## src/rtl/frame_sequencer_if.sv

```systemverilog
// frame_sequencer_if: stage handshakes, drawer pixel streams and VGA write port of the frame sequencer
interface frame_sequencer_if;
  logic       logic_done;
  logic       map_done;
  logic [8:0] map_x;
  logic [7:0] map_y;
  logic [5:0] map_colour;
  logic       map_write;
  logic       spr_done;
  logic [8:0] spr_x;
  logic [7:0] spr_y;
  logic [5:0] spr_colour;
  logic       spr_write;
  logic       logic_en;
  logic       map_en;
  logic       spr_en;
  logic [8:0] vga_x;
  logic [7:0] vga_y;
  logic [5:0] vga_colour;
  logic       vga_write;
  modport master (
    input  logic_done, map_done, map_x, map_y, map_colour, map_write,
    input  spr_done, spr_x, spr_y, spr_colour, spr_write,
    output logic_en, map_en, spr_en, vga_x, vga_y, vga_colour, vga_write
  );
  modport slave (
    output logic_done, map_done, map_x, map_y, map_colour, map_write,
    output spr_done, spr_x, spr_y, spr_colour, spr_write,
    input  logic_en, map_en, spr_en, vga_x, vga_y, vga_colour, vga_write
  );
endinterface

```

## src/rtl/frame_sequencer.sv

```systemverilog
// frame_sequencer: per-frame update -> map -> sprite sequencing with VGA pixel mux; DRAW_TIMEOUT_EN adds a per-stage watchdog
module frame_sequencer #(
  parameter int FRAME_TICKS = 833333,
  parameter int TIMEOUT     = 131071
) (
  input  logic                  clock,
  input  logic                  reset,
  frame_sequencer_if.master     bus,
  output logic [7:0]            frame_missed,
  output logic                  stage_error
);
  localparam int CW = $clog2(FRAME_TICKS);
  typedef enum logic [1:0] {WAIT_FRAME, UPDATE, DRAW_MAP, DRAW_SPRITE} state_t;
  state_t        state_q, state_d;
  logic [CW-1:0] cnt_q, cnt_d;
  logic          pend_q, pend_d;
  logic [7:0]    missed_q, missed_d;
  logic          tick, done, expire, adv;
  // only the active stage's done is honoured
  always_comb begin
    done = (state_q == UPDATE && bus.logic_done) || (state_q == DRAW_MAP && bus.map_done) ||
           (state_q == DRAW_SPRITE && bus.spr_done);
  end
`ifdef DRAW_TIMEOUT_EN
  localparam int TW = $clog2(TIMEOUT + 1);
  logic [TW-1:0] scnt_q, scnt_d;
  logic          err_q, err_d;
  // watchdog: a stage that has run TIMEOUT cycles without done is forced onward
  always_comb begin
    expire = state_q != WAIT_FRAME && !done && scnt_q == TW'(TIMEOUT - 1);
    err_d  = err_q | expire;
    scnt_d = (state_q == WAIT_FRAME || done || expire) ? '0 : scnt_q + 1'b1;
  end
  // watchdog counter and sticky error flag
  always_ff @(posedge clock) begin
    scnt_q <= reset ? '0 : scnt_d;
    err_q  <= reset ? 1'b0 : err_d;
  end
  assign stage_error = err_q;
`else
  assign expire      = 1'b0;
  assign stage_error = 1'b0;
`endif
  // frame tick, stage advance and overrun bookkeeping
  always_comb begin
    tick     = cnt_q == CW'(FRAME_TICKS - 1);
    cnt_d    = tick ? '0 : cnt_q + 1'b1;
    adv      = done | expire;
    state_d  = state_q == WAIT_FRAME ? ((tick || pend_q) ? UPDATE : WAIT_FRAME) :
               adv ? state_t'(state_q + 2'd1) : state_q;
    pend_d   = state_q != WAIT_FRAME && (pend_q || tick);
    missed_d = (tick && state_q != WAIT_FRAME && missed_q != 8'hFF) ? missed_q + 8'd1 : missed_q;
  end
  // sequencer state registers
  always_ff @(posedge clock) begin
    if (reset) begin
      state_q  <= WAIT_FRAME;
      cnt_q    <= '0;
      pend_q   <= 1'b0;
      missed_q <= '0;
    end else begin
      state_q  <= state_d;
      cnt_q    <= cnt_d;
      pend_q   <= pend_d;
      missed_q <= missed_d;
    end
  end
  // Moore enables and zero-latency pixel mux from the active drawer
  always_comb begin
    bus.logic_en   = state_q == UPDATE;
    bus.map_en     = state_q == DRAW_MAP;
    bus.spr_en     = state_q == DRAW_SPRITE;
    bus.vga_x      = state_q == DRAW_MAP ? bus.map_x : state_q == DRAW_SPRITE ? bus.spr_x : '0;
    bus.vga_y      = state_q == DRAW_MAP ? bus.map_y : state_q == DRAW_SPRITE ? bus.spr_y : '0;
    bus.vga_colour = state_q == DRAW_MAP ? bus.map_colour : state_q == DRAW_SPRITE ? bus.spr_colour : '0;
    bus.vga_write  = state_q == DRAW_MAP ? bus.map_write : state_q == DRAW_SPRITE && bus.spr_write;
  end
  assign frame_missed = missed_q;
endmodule

```

## src/flat_wrapper.sv

```systemverilog
// flat-port wrapper written by rule: the top's interface ports become plain ports
module frame_sequencer_flat 
#(
  parameter int FRAME_TICKS = 833333,
  parameter int TIMEOUT     = 131071
)
  (clock, reset, frame_missed, stage_error, bus_logic_done, bus_map_done, bus_map_x, bus_map_y, bus_map_colour, bus_map_write, bus_spr_done, bus_spr_x, bus_spr_y, bus_spr_colour, bus_spr_write, bus_logic_en, bus_map_en, bus_spr_en, bus_vga_x, bus_vga_y, bus_vga_colour, bus_vga_write);
  frame_sequencer_if bus_i ();
  input  logic clock;
  input  logic reset;
  output logic [7:0] frame_missed;
  output logic stage_error;
  input wire logic [$bits(bus_i.logic_done)-1:0] bus_logic_done;
  input wire logic [$bits(bus_i.map_done)-1:0] bus_map_done;
  input wire logic [$bits(bus_i.map_x)-1:0] bus_map_x;
  input wire logic [$bits(bus_i.map_y)-1:0] bus_map_y;
  input wire logic [$bits(bus_i.map_colour)-1:0] bus_map_colour;
  input wire logic [$bits(bus_i.map_write)-1:0] bus_map_write;
  input wire logic [$bits(bus_i.spr_done)-1:0] bus_spr_done;
  input wire logic [$bits(bus_i.spr_x)-1:0] bus_spr_x;
  input wire logic [$bits(bus_i.spr_y)-1:0] bus_spr_y;
  input wire logic [$bits(bus_i.spr_colour)-1:0] bus_spr_colour;
  input wire logic [$bits(bus_i.spr_write)-1:0] bus_spr_write;
  output wire logic [$bits(bus_i.logic_en)-1:0] bus_logic_en;
  output wire logic [$bits(bus_i.map_en)-1:0] bus_map_en;
  output wire logic [$bits(bus_i.spr_en)-1:0] bus_spr_en;
  output wire logic [$bits(bus_i.vga_x)-1:0] bus_vga_x;
  output wire logic [$bits(bus_i.vga_y)-1:0] bus_vga_y;
  output wire logic [$bits(bus_i.vga_colour)-1:0] bus_vga_colour;
  output wire logic [$bits(bus_i.vga_write)-1:0] bus_vga_write;
  assign bus_i.logic_done = bus_logic_done;
  assign bus_i.map_done = bus_map_done;
  assign bus_i.map_x = bus_map_x;
  assign bus_i.map_y = bus_map_y;
  assign bus_i.map_colour = bus_map_colour;
  assign bus_i.map_write = bus_map_write;
  assign bus_i.spr_done = bus_spr_done;
  assign bus_i.spr_x = bus_spr_x;
  assign bus_i.spr_y = bus_spr_y;
  assign bus_i.spr_colour = bus_spr_colour;
  assign bus_i.spr_write = bus_spr_write;
  assign bus_logic_en = bus_i.logic_en;
  assign bus_map_en = bus_i.map_en;
  assign bus_spr_en = bus_i.spr_en;
  assign bus_vga_x = bus_i.vga_x;
  assign bus_vga_y = bus_i.vga_y;
  assign bus_vga_colour = bus_i.vga_colour;
  assign bus_vga_write = bus_i.vga_write;
  frame_sequencer #(.FRAME_TICKS(FRAME_TICKS), .TIMEOUT(TIMEOUT)) u_core (.clock(clock), .reset(reset), .bus(bus_i), .frame_missed(frame_missed), .stage_error(stage_error));
endmodule
```

## config.mk

```make
export PLATFORM = sky130hd
export DESIGN_NAME = frame_sequencer_flat
export DESIGN_NICKNAME = d
export VERILOG_FILES = /design/src/rtl/frame_sequencer_if.sv /design/src/rtl/frame_sequencer.sv /design/src/flat_wrapper.sv
export SDC_FILE = /design/constraint.sdc
export NUM_CORES = 1
export LEC_CHECK = 0
export ABC_AREA = 1
export CAP_MARGIN = 40
export CORE_UTILIZATION = 39
export DETAILED_ROUTE_END_ITERATION = 8
export PLACE_DENSITY = 0.77
export SYNTH_ARGS = -nofsm -noshare
export SYNTH_HDL_FRONTEND = slang
export SYNTH_SLANG_ARGS = --single-unit
```

## constraint.sdc

```tcl
create_clock -name clock -period 1.5 [get_ports clock]
set_input_delay 0.3 -clock clock [delete_from_list [all_inputs] [get_ports clock]]
set_output_delay 0.3 -clock clock [all_outputs]
set_load 0.02 [all_outputs]
```

==> run_results.csv <==
group,metric,value,unit
timing,setup_slack,-0.1912,ns
global_routing,grt_max_degree,17,
routing,wl_per_cell,14.92,µm
yosys,yosys_warnings,0,
finish,nets,524,
clocking,cts_root_buffer,"clkbuf_8",
finish,antenna-diode-count,0,
worst_setup_path,cp-end-kind,"primary output",
yosys,ys.flop_type,"dfxtp_1",
yosys,syn_area,2187,µm²
yosys,synth_area_leaders,"dfxtp_1, nand2_1, nand3_1",
clocking,path_clk_slew,0.07,ns
placed_design,io_buffers,87,
job,drv_cap,0,
clocking,clock_sinks,31,
clocking,clk_latency,0.29,ns
floorplanning,die-area,5911,µm²
timing,finalHoldViolations,0,
floorplanning,die_w,76.89,µm
placed_design,place_area,3373,µm²
placed_design,place.gp.congestion,0.9626,
yosys,yosysTopAreaCell,"dfxtp_1",
yosys,mappedNetlistNets,415,
yosys,synth_edf_count,0,
timing,rsz0062_at_grt,"true",
routing,drcViolationCount,0,
routing,postRouteAntennaNets,0,
finish,regArea,645.6,µm²
clocking,cts_hold_buf,0,
power,power.total,4.172,mW
clocking,cts_tree,"built",
routing,finalWirelength,7.981,mm
timing,fin_setup_tns,-3.734,ns
yosys,async_reset_ff_share,0,%
routing,drt_iter0_drc,96,
power,max-vdd-ir-drop,885.0,µV
worst_setup_path,rrSetupSlack,0.05,ns
yosys,yosys-top-cells-count,"nand2_1, nand3_1, nor2_1",
finish,multi_input_area,1694,µm²
timing,maxSlewViolCount,0,
worst_setup_path,required,1.20,ns
worst_setup_path,cp_data_arrival_time,1.39,ns
global_routing,grt_pass1_wl,12.01,mm
clocking,cts_max_level,2,
worst_setup_path,rr_worst_depth,9,
power,powerDensity,1088,nW/µm²
yosys,yosysTopAreaCellShare,28.38,%
outcome,violations,"setup timing",
routing,via_count,2778,
yosys,ys_ff_latch,31,
timing,holdWs,0.5084,ns
worst_setup_path,cp-start-kind,"flip-flop",
global_routing,antenna_found_initial,0,
worst_setup_path,r2r-start,"u_core.cnt_q[0]$_SDFF_PP0_",
timing,max_freq,591.3,MHz
worst_setup_path,r2r-end,"u_core.cnt_q[5]$_SDFF_PP0_",
global_routing,grt_pass1_vias,2538,
clocking,numCtsBuffers,5,
clocking,cts_buffer_depth,2,
timing,fin_skew,0.004647,ns
worst_hold_path,hold_depth,2,
worst_hold_path,holdPathEnd,"u_core.frame_missed[1]$_SDFFE_PP0P_",
yosys,synth.most_common_cell,"nand2_1",
routing,viasPerCell,5.193,
yosys,ys_types,28,
floorplanning,io_pins,89,
global_routing,grt_overflow,0,
finish,fin_area,3835,µm²
worst_setup_path,path_max_fanout,6,
floorplanning,die_y,76.89,µm
worst_hold_path,hold_class,"reg2reg",
finish,syn2layout_area_growth,75.34,%
timing,setup_viol,24,
floorplanning,start_util,41.76,%
worst_hold_path,hp-start,"u_core.frame_missed[1]$_SDFFE_PP0P_",
yosys,synth_cells,355,
power,leakagePower,1.522,nW
floorplanning,fp.coreArea,5238,µm²
outcome,status,"complete, but fails checks",
floorplanning,num_rows,26,
finish,n_fill_cell,398,
global_routing,grt_usage,25.62,%
timing,min_period_over_period,112.7,%
timing,period_minus_slack,1.691,ns
worst_setup_path,crit_type,"reg2out",
yosys,ys_seq_area_share,28.38,%
placed_design,dp_hpwl,5.698,mm
routing,first_pass_iters,4,
yosys,syn_area_per_cell,6.161,µm²
finish,drive_gt1_share,34.84,%
sequential cells by signal, indices dropped and copies added (netlist names):
name	flops
u_core.cnt_q	20
u_core.frame_missed	8
u_core.pend_q	1
u_core.state_q	2
worst max-delay path: stages, from the launching register on:
cell,delay [ns]
dfxtp_4,0.38
inv_4,0.04
ha_4,0.17
inv_6,0.08
clkbuf_16,0.15
nand3_2,0.07
nand2_2,0.08
buf_6,0.12
kinds of logic (layout without fill, tap and decap cells):
family,Yosys count,count (layout),share of synthesized area [%]
AND/OR/NAND/NOR,227,227,47.31
flip-flops,31,31,28.38
AO/OA/AOI/OAI,32,32,7.437
adder cells (fa/ha/maj),7,7,4.004
buffers and inverters,48,158,9.096
XOR/XNOR,9,9,3.604
other,1,1,0.1715
how the worst max path moves through the flow:
stage / start / to / slack (ns) / depth (start not counted)
after floorplan: u_core.state_q[0]$_SDFFE_PP0P_ / bus_vga_x[0] / -0.02 / 7
after global placement: bus_spr_colour[1] / bus_vga_colour[1] / -0.35 / 4
after detailed placement: bus_spr_x[6] / bus_vga_x[6] / -0.37 / 4
after CTS: u_core.state_q[0]$_SDFFE_PP0P_ / bus_vga_x[6] / -0.16 / 7
after global routing: u_core.state_q[0]$_SDFFE_PP0P_ / bus_vga_x[5] / -0.25 / 7
final: u_core.state_q[0]$_SDFFE_PP0P_ / bus_vga_x[5] / -0.19 / 7
layout make-up:
type,instances,area share [%]
Clock buffer,8,2.610
Multi-Input combinational cell,276,44.18
Sequential cell,31,16.84
Inverter,35,3.817
Tap cell,70,2.284
Timing Repair Buffer,114,30.11
Timing Repair inverter,1,0.1631
per-stage QoR:
step,util (%),worst slack [ns],cells
floorplan,-,-0.02043,355
global placement,64.41,-0.3506,525
detailed placement,64.41,-0.3738,525
CTS,67.87,-0.1574,534
global route,73.22,-0.2468,535
finish,73.22,-0.1912,535
power by group:
group / switching [mW] / internal, mW
combinational: 1.29 / 1.21
clock: 0.321 / 0.419
sequential: 0.0626 / 0.874
routing by layer:
metal | routed length (µm) | global-route usage, %
met5 | 0 | 0
met4 | 252 | 9.808
met3 | 626 | 5.476
met2 | 3993 | 45.18
met1 | 3109 | 29.99
what timing repair did:
| action | in CTS | in global routing |
|---|---|---|
| setup buffers | 1 | 0 |
| cloned | 0 | 2 |
| endpoints found under the setup margin | 57 | 56 |
| gates resized for setup | 174 | 67 |
| hold endpoints to repair | 0 | 0 |
| pin swaps | 3 | 21 |
cells in the final DEF (no fill, tap or decap), drive strengths merged, types with 7 or more instances in the layout:
cell           synthesis  routed
xor2                   9       9
ha                     7       7
dlygate4sd2            0       8
a21oi                 23      23
inv                   35      35
o21ai                  8       8
nor3                   8       8
nor2                  43      43
nand3                 49      49
clkdlybuf4s50          0      52
clkbuf                 9       9
nand2                113     113
dfxtp                 31      31
nand4                 10      10
buf                    4      53
Note: power is estimated with default switching activity, not from simulation.
